--- src/rtl/pic_pkg.sv ---
// Shared definitions for the CPU-side interrupt acknowledge sequencer:
// FSM state encoding, vector width and default acknowledge timing.
package pic_pkg;

    localparam int unsigned VEC_W = 8;

    localparam int unsigned DEF_SYNC_STAGES     = 2;
    localparam int unsigned DEF_INTA_LOW_CYCLES = 2;
    localparam int unsigned DEF_INTA_GAP_CYCLES = 2;

    typedef enum logic [2:0] {
        IDLE,
        PULSE1,
        GAP,
        PULSE2,
        HOLD
    } state_e;

endpackage

--- src/rtl/sync_ff.sv ---
// Multi-stage single-bit synchroniser for asynchronous PIC-facing inputs.
// Output is the input delayed through STAGES flops; reset clears the chain.
module sync_ff #(
    parameter int unsigned STAGES = 2
) (
    input  logic clk,
    input  logic reset,
    input  logic d,
    output logic q
);

    logic [STAGES-1:0] sync_q;
    logic [STAGES-1:0] sync_d;

    // Shift the asynchronous input one stage deeper each clock
    always_comb begin
        sync_d = {sync_q[STAGES-2:0], d};
    end

    // Synchroniser chain register
    always_ff @(posedge clk or posedge reset) begin
        if (reset) begin
            sync_q <= '0;
        end else begin
            sync_q <= sync_d;
        end
    end

    assign q = sync_q[STAGES-1];

endmodule

--- src/rtl/inta_sequencer.sv ---
// 8086-style interrupt acknowledge sequencer. Synchronises the PIC INT line,
// issues two INTA_n pulses, captures the vector byte on the second pulse and
// hands it to the CPU core through a valid/ack handshake.
// Optional build macro SPURIOUS_DETECT_EN adds the spurious output, flagging
// a request whose INT had dropped by the end of the inter-pulse gap.
module inta_sequencer
    import pic_pkg::*;
#(
    parameter int unsigned SYNC_STAGES     = DEF_SYNC_STAGES,
    parameter int unsigned INTA_LOW_CYCLES = DEF_INTA_LOW_CYCLES,
    parameter int unsigned INTA_GAP_CYCLES = DEF_INTA_GAP_CYCLES
) (
    input  logic             clk,
    input  logic             reset,
    input  logic             int_in,
    input  logic             intr_en,
    input  logic [VEC_W-1:0] d_in,
    output logic             inta_n,
    output logic             busy,
    output logic [VEC_W-1:0] vector,
    output logic             vector_valid,
    input  logic             vector_ack
`ifdef SPURIOUS_DETECT_EN
    ,
    output logic             spurious
`endif
);

    localparam int unsigned CNT_MAX = (INTA_LOW_CYCLES > INTA_GAP_CYCLES) ?
                                      INTA_LOW_CYCLES : INTA_GAP_CYCLES;
    localparam int unsigned CNT_W   = $clog2(CNT_MAX) + 1;

    localparam logic [CNT_W-1:0] LOW_LOAD = CNT_W'(INTA_LOW_CYCLES - 1);
    localparam logic [CNT_W-1:0] GAP_LOAD = CNT_W'(INTA_GAP_CYCLES - 1);

    logic int_s;

    state_e           state_q,  state_d;
    logic [CNT_W-1:0] cnt_q,    cnt_d;
    logic             inta_n_q, inta_n_d;
    logic             busy_q,   busy_d;
    logic [VEC_W-1:0] vector_q, vector_d;
    logic             valid_q,  valid_d;
`ifdef SPURIOUS_DETECT_EN
    logic             spur_flag_q, spur_flag_d;
    logic             spurious_q,  spurious_d;
`endif

    sync_ff #(
        .STAGES (SYNC_STAGES)
    ) u_int_sync (
        .clk   (clk),
        .reset (reset),
        .d     (int_in),
        .q     (int_s)
    );

    // Next-state and next-output logic; outputs change on the edge that
    // enters each state so INTA_n is glitch-free straight from a flop
    always_comb begin
        state_d  = state_q;
        cnt_d    = cnt_q;
        inta_n_d = inta_n_q;
        busy_d   = busy_q;
        vector_d = vector_q;
        valid_d  = valid_q;
`ifdef SPURIOUS_DETECT_EN
        spur_flag_d = spur_flag_q;
        spurious_d  = 1'b0;
`endif
        unique case (state_q)
            IDLE: begin
                if (int_s && intr_en) begin
                    state_d  = PULSE1;
                    cnt_d    = LOW_LOAD;
                    inta_n_d = 1'b0;
                    busy_d   = 1'b1;
                end
            end
            PULSE1: begin
                if (cnt_q == '0) begin
                    state_d  = GAP;
                    cnt_d    = GAP_LOAD;
                    inta_n_d = 1'b1;
                end else begin
                    cnt_d = cnt_q - CNT_W'(1);
                end
            end
            GAP: begin
                if (cnt_q == '0) begin
                    state_d  = PULSE2;
                    cnt_d    = LOW_LOAD;
                    inta_n_d = 1'b0;
`ifdef SPURIOUS_DETECT_EN
                    // Second pulse is still issued; the PIC answers with IR7
                    spur_flag_d = ~int_s;
`endif
                end else begin
                    cnt_d = cnt_q - CNT_W'(1);
                end
            end
            PULSE2: begin
                if (cnt_q == '0) begin
                    state_d  = HOLD;
                    inta_n_d = 1'b1;
                    vector_d = d_in;
                    valid_d  = 1'b1;
`ifdef SPURIOUS_DETECT_EN
                    spurious_d = spur_flag_q;
`endif
                end else begin
                    cnt_d = cnt_q - CNT_W'(1);
                end
            end
            HOLD: begin
                if (vector_ack) begin
                    state_d = IDLE;
                    valid_d = 1'b0;
                    busy_d  = 1'b0;
                end
            end
            default: begin
                state_d  = IDLE;
                inta_n_d = 1'b1;
                busy_d   = 1'b0;
                valid_d  = 1'b0;
            end
        endcase
    end

    // FSM state, counter and registered outputs; reset releases INTA_n at once
    always_ff @(posedge clk or posedge reset) begin
        if (reset) begin
            state_q  <= IDLE;
            cnt_q    <= '0;
            inta_n_q <= 1'b1;
            busy_q   <= 1'b0;
            vector_q <= '0;
            valid_q  <= 1'b0;
`ifdef SPURIOUS_DETECT_EN
            spur_flag_q <= 1'b0;
            spurious_q  <= 1'b0;
`endif
        end else begin
            state_q  <= state_d;
            cnt_q    <= cnt_d;
            inta_n_q <= inta_n_d;
            busy_q   <= busy_d;
            vector_q <= vector_d;
            valid_q  <= valid_d;
`ifdef SPURIOUS_DETECT_EN
            spur_flag_q <= spur_flag_d;
            spurious_q  <= spurious_d;
`endif
        end
    end

    assign inta_n       = inta_n_q;
    assign busy         = busy_q;
    assign vector       = vector_q;
    assign vector_valid = valid_q;
`ifdef SPURIOUS_DETECT_EN
    assign spurious     = spurious_q;
`endif

endmodule

--- config.mk ---
export PLATFORM = sky130hd
export DESIGN_NAME = inta_sequencer
export DESIGN_NICKNAME = d
export VERILOG_FILES = /design/src/rtl/pic_pkg.sv /design/src/rtl/sync_ff.sv /design/src/rtl/inta_sequencer.sv
export SDC_FILE = /design/constraint.sdc
export NUM_CORES = 1
export LEC_CHECK = 0
export ABC_CLOCK_PERIOD_IN_PS = 2100
export CORE_MARGIN = 2
export CORE_UTILIZATION = 43
export CTS_CLUSTER_SIZE = 14
export DETAILED_ROUTE_END_ITERATION = 16
export PLACE_DENSITY = 0.82
export SYNTH_ARGS = -nofsm -noshare
export SYNTH_HDL_FRONTEND = slang
export SYNTH_SLANG_ARGS = --single-unit
export TNS_END_PERCENT = 20
--- constraint.sdc ---
create_clock -name clk -period 2.1 [get_ports clk]
set_input_delay 0.21 -clock clk [delete_from_list [all_inputs] [get_ports clk]]
set_output_delay 0.21 -clock clk [all_outputs]
set_load 0.05 [all_outputs]
Yosys cells after proc, flatten, opt, wreduce, memory -nomap -nowiden
Cells that the tools add are included.
{"block": "word_totals", "ff_bits": 18, "word_cells": 54}
{"block": "op_classes", "n_eq_ne": 11, "n_bitwise": 3, "n_mux": 18, "reduce_logical": 14, "n_addsub": 1}
{"operator": "3-bit 2-to-1 mux", "n": 5}
{"operator": "3-bit case mux with 5 select lines", "n": 1}
{"operator": "2-bit != test (second input constant)", "n": 6}
{"operator": "3-bit AND reduction", "n": 3}
{"operator": "3-bit by 2-bit == test with 1-bit output (second input constant)", "n": 2}
{"operator": "2-bit 2-to-1 mux", "n": 3}
{"operator": "1-bit case mux with 3 select lines", "n": 2}
{"operator": "2-bit case mux with 3 select lines", "n": 1}
{"operator": "3-bit OR reduction", "n": 2}
{"operator": "1-bit 2-to-1 mux", "n": 5}
{"operator": "5-bit AND reduction", "n": 1}
{"operator": "1-bit case mux with 4 select lines", "n": 1}
{"operator": "4-bit AND reduction", "n": 1}
{"operator": "2-bit OR reduction", "n": 2}
{"operator": "3-bit by 1-bit == test with 1-bit output (second input constant)", "n": 1}
{"operator": "3-bit == test (second input constant)", "n": 1}
{"operator": "3-bit logical NOT", "n": 1}
{"operator": "1-bit NOT", "n": 3}
{"operator": "3-bit nonzero test", "n": 1}
{"operator": "2-bit logical NOT", "n": 1}
{"operator": "2-bit by 1-bit != test with 1-bit output (second input constant)", "n": 1}
{"operator": "2-bit AND reduction", "n": 1}
{"operator": "2-bit by 1-bit subtractor with 2-bit output (second input constant)", "n": 1}
{"operator": "1-bit logical AND", "n": 1}

Longest topological paths before layout
{"block": "logic_depth", "depth_word": 4, "mapped_depth": 6, "ltp_nobuf": 5}

Cells and area by module
Synthesis repeated with hierarchy kept, for this count alone.
{"block": "unflattened", "hier_cells": 73, "area_unflattened_um2": 853.3}
{"mod": "inta_sequencer", "seq_area_each_um2": 401.6, "cells_each": 70, "area_per_inst_um2": 799.5, "instances": 1}
{"mod": "sync_ff", "seq_area_each_um2": 50.0, "cells_each": 3, "area_per_inst_um2": 53.8, "instances": 1}

Worst setup path after synthesis
Ideal clock, no wire load.
{"block": "synth_path", "path_kind": "flip-flop to flip-flop", "start": "register cnt_q[0]", "end": "register vector_q[0], in the netlist vector[0]", "t_arrival_ns": 1.537, "required_ns": 1.975, "path_slack_ns": 0.438, "setup_ns": 0.125, "path_buffers": 1, "stages_incl_launch_ff": 7, "period_less_slack_ns": 1.662, "cell_sequence": "dfrtp_1 -> inv_1 -> ha_1 -> nand2_2 -> or3_1 -> buf_6 -> mux2_4"}
{"block": "synth_between", "elab_chain_len": 2}
{"item": "start, declared", "line_no": "inta_sequencer.sv:39", "text": "logic [CNT_W-1:0] cnt_q, cnt_d;"}
{"item": "start signal, assigned", "line_no": "inta_sequencer.sv:146", "text": "cnt_q <= cnt_d;"}
{"item": "2-bit logical NOT", "line_no": "inta_sequencer.sv:103", "text": "if (cnt_q == '0) begin"}
{"item": "2-bit AND reduction (no line)"}
{"item": "end signal, assigned", "line_no": "inta_sequencer.sv:149", "text": "vector_q <= vector_d;"}
{"item": "end, declared", "line_no": "inta_sequencer.sv:42", "text": "logic [VEC_W-1:0] vector_q, vector_d;"}
No other way between the ends.
A chain may end at the register's enable or synchronous reset.

Worst setup path in the final report
Ends and elaborated chain as after synthesis.

==> results.yml <==
routing:
  dr_total_vias: 629
  drcViolationCount: 0
  initialDrtViolationCount: 8
  drt_pre_antenna_iters: 4
  vias_per_cell: 5.03
  final_antenna_net_count: 0
  drt-wirelength-per-cell_um: 12.6
  wirelength_um: 1570
synth:
  count_of_flip_flops_with_a_built_in_enable_after_synthesis: 0
  postSynth.asyncResetShare: 1.00
  synthTopCellsByArea: "dfrtp_1 50%, mux2_4 14%, dfstp_2 3.1%, ha_1 2.9%, o21ai_0 2.9%"
  syn_nets: 89
  warning_count_from_the_yosys_run: 0
  netlist_area_sq_um: 857
  syn_avg_cell_area_sq_um: 11.6
  cell_count_after_synthesis: 74
  yosys_most_used_dff: "dfrtp_1"
  synth.largest_area_cell: "dfrtp_1"
  seq_area_frac_synth: 0.527
  post_synth_num_cell_types: 28
  synth_seq_cells: 18
  yosys.area.top_type_share: 0.496
setup_path:
  start_kind: "flip-flop"
  worst_ep_required_time_ns: 2.29
  timing.critical_path.fanout_max: 10
  regToRegSetupSlack_ns: 0.14
  timing.rr.end: "vector[0]"
  critical_path.endpoint_type: "flip-flop"
  critPathKind: "flip-flop to flip-flop"
  r2r-start: "cnt_q[0]"
  cp.arrival_ns: 2.15
  worst_r2r_path_depth: 5
global_route:
  grt_antenna_before_repair: 0
  grt_use_total: 0.153
  grt_start_max_net_pins: 19
  via_count_of_the_first_global_routing_pass: 649
  grt_first_pass_wirelength_um: 2780
  grt_overflow_total: 0
clock_tree:
  post-cts-setup-buffers: 0
  post_cts_resize_count: 0
  cts-buffers-inserted: 3
  reg_clk_slew_reported_paths_ns: 0.10
  ctsRootBufferMaster: "clkbuf_4"
  tritoncts: "built"
  cts_num_sinks: 18
  clock_insertion_delay_worst_skew_ns: 0.29
  htree_levels: 1
  cts_max_path_buffers: 2
  cts.hold.buffers_added: 0
sta:
  timing.final.hold_violations: 0
  report.final.setup_viol: 0
  timing_worst_slew_pin_value_ns: 0.656
  slew_headroom: 0.562
  final.period_utilization: 0.932
  timing.final.max_slew_violations: 0
  fin_skew_ns: 0.00144
  setup-tns-final_ns: 0
  fin_crit_ns: 1.96
  fmax_mhz: 511
  grt_setup_unrepaired: "no"
placed_design:
  gp_routability_congestion: 0.819
  half_perimeter_wire_length_after_detailed_placement_um: 1140
  port_buffers: 23
run_status:
  outcome: "complete, no violations"
floorplan:
  io_pins: 24
  initial_core_utilization: 0.446
  floorplan.rows: 16
  floorplan.die_area_sq_um: 2370
  total_core_area_sq_um: 1920
  die-height_um: 48.6
  die_width_um: 48.6
power:
  power.ir.vdd_worst_mv: 1.09
  power-per-cell-area_nw_per_um2: 1730
  total_power_mw: 1.98
  power.leakage_nw: 0.526
run:
  cap_viol_max_count: 0
layout:
  layout.cells.most_common_list: "23 x clkdlybuf4s50_1, 17 x dfrtp_1, 8 x mux2_4, 6 x inv_1"
  diodes: 0
  layout.cells.most_common: "clkdlybuf4s50_1"
  nNetsFinal: 114
  final_layout_size_suffix_gt1_frac: 0.163
  layout-area-overhead-vs-synth_pct: 33.3
worst_hold_path:
  type_of_the_most_critical_hold_path: "input port to asynchronous set/reset pin"
[registers in the layout, summed over array words and instances (netlist names)]
signal,cells
cnt_q,2
vector_valid,1
u_int_sync.sync_q,2
busy,1
state_q,3
inta_n,1
vector,8
[per-layer routing]
| metal | vias up | GRT usage | share of wire |
|---|---|---|---|
| met5 | - | 0 | 0 |
| li1 | 302 | - | - |
| met4 | 0 | 0.0857 | 0.017 |
| met3 | 2 | 0.0370 | 0.062 |
| met1 | 295 | 0.198 | 0.46 |
| met2 | 30 | 0.235 | 0.46 |
[stage by stage]
step | instance area, sq um | setup WS, ns | util | std cells | hold slack, ns
after detailed placement | 1110 | 0.156 | 0.576 | 121 | 0.337
after CTS | 1140 | 0.135 | 0.594 | 125 | 0.313
after floorplan | 857 | 0.438 | - | 74 | 0.148
after global placement | 1110 | 0.215 | 0.576 | 121 | 0.338
after global routing | 1140 | 0.0360 | 0.594 | 125 | 0.341
final | 1140 | 0.142 | 0.594 | 125 | 0.294
[worst max-delay path by stage]
stage / from / endpoint
floorplan: cnt_q[0] / vector[0]
global placement: cnt_q[0] / vector[6]
detailed placement: cnt_q[0] / vector[3]
CTS: cnt_q[0] / vector[0]
global route: cnt_q[0] / vector[0]
finish: cnt_q[0] / vector[0]
[area by class of cell]
class / count / area [sq um]
tap: 27 / 33.8
clock buffer: 4 / 36.3
multi-input combinational: 46 / 360
fill: 178 / 779
timing repair buffer: 24 / 238
sequential: 18 / 452
inverter: 6 / 22.5
[worst max-delay path, cell delays in order, from the launching register on]
cell	delay, ns
dfrtp_1	0.41
inv_1	0.09
ha_1	0.29
nand2_2	0.11
or3_1	0.57
mux2_4	0.38
[cell families (layout without fill, tap and decap cells)]
group	after synthesis	in the layout	share of synthesized area
xor+xnor	1	1	0.0102
compound gates	15	15	0.114
fa+ha+maj	2	2	0.0292
mux	8	8	0.140
buf+inv	10	34	0.0526
flops	18	18	0.527
simple gates	20	20	0.127
[cells in the mapped netlist, drive strengths merged (2+ instances only)]
cell and n:
clkbuf 3, or3 2, a21oi 4, mux2 8, ha 2, o21ai 5
inv 6, nand2 6, nor3 2, nor2 3, dfrtp 17
[where the power goes]
group / internal, mW / total, mW / switching, mW / leakage, nW
clock network: 0.106 / 0.212 / 0.106 / 0.0210
registers: 0.509 / 0.649 / 0.139 / 0.209
logic: 0.487 / 1.12 / 0.630 / 0.296
No activity file was read; power rests on OpenSTA's default activity.
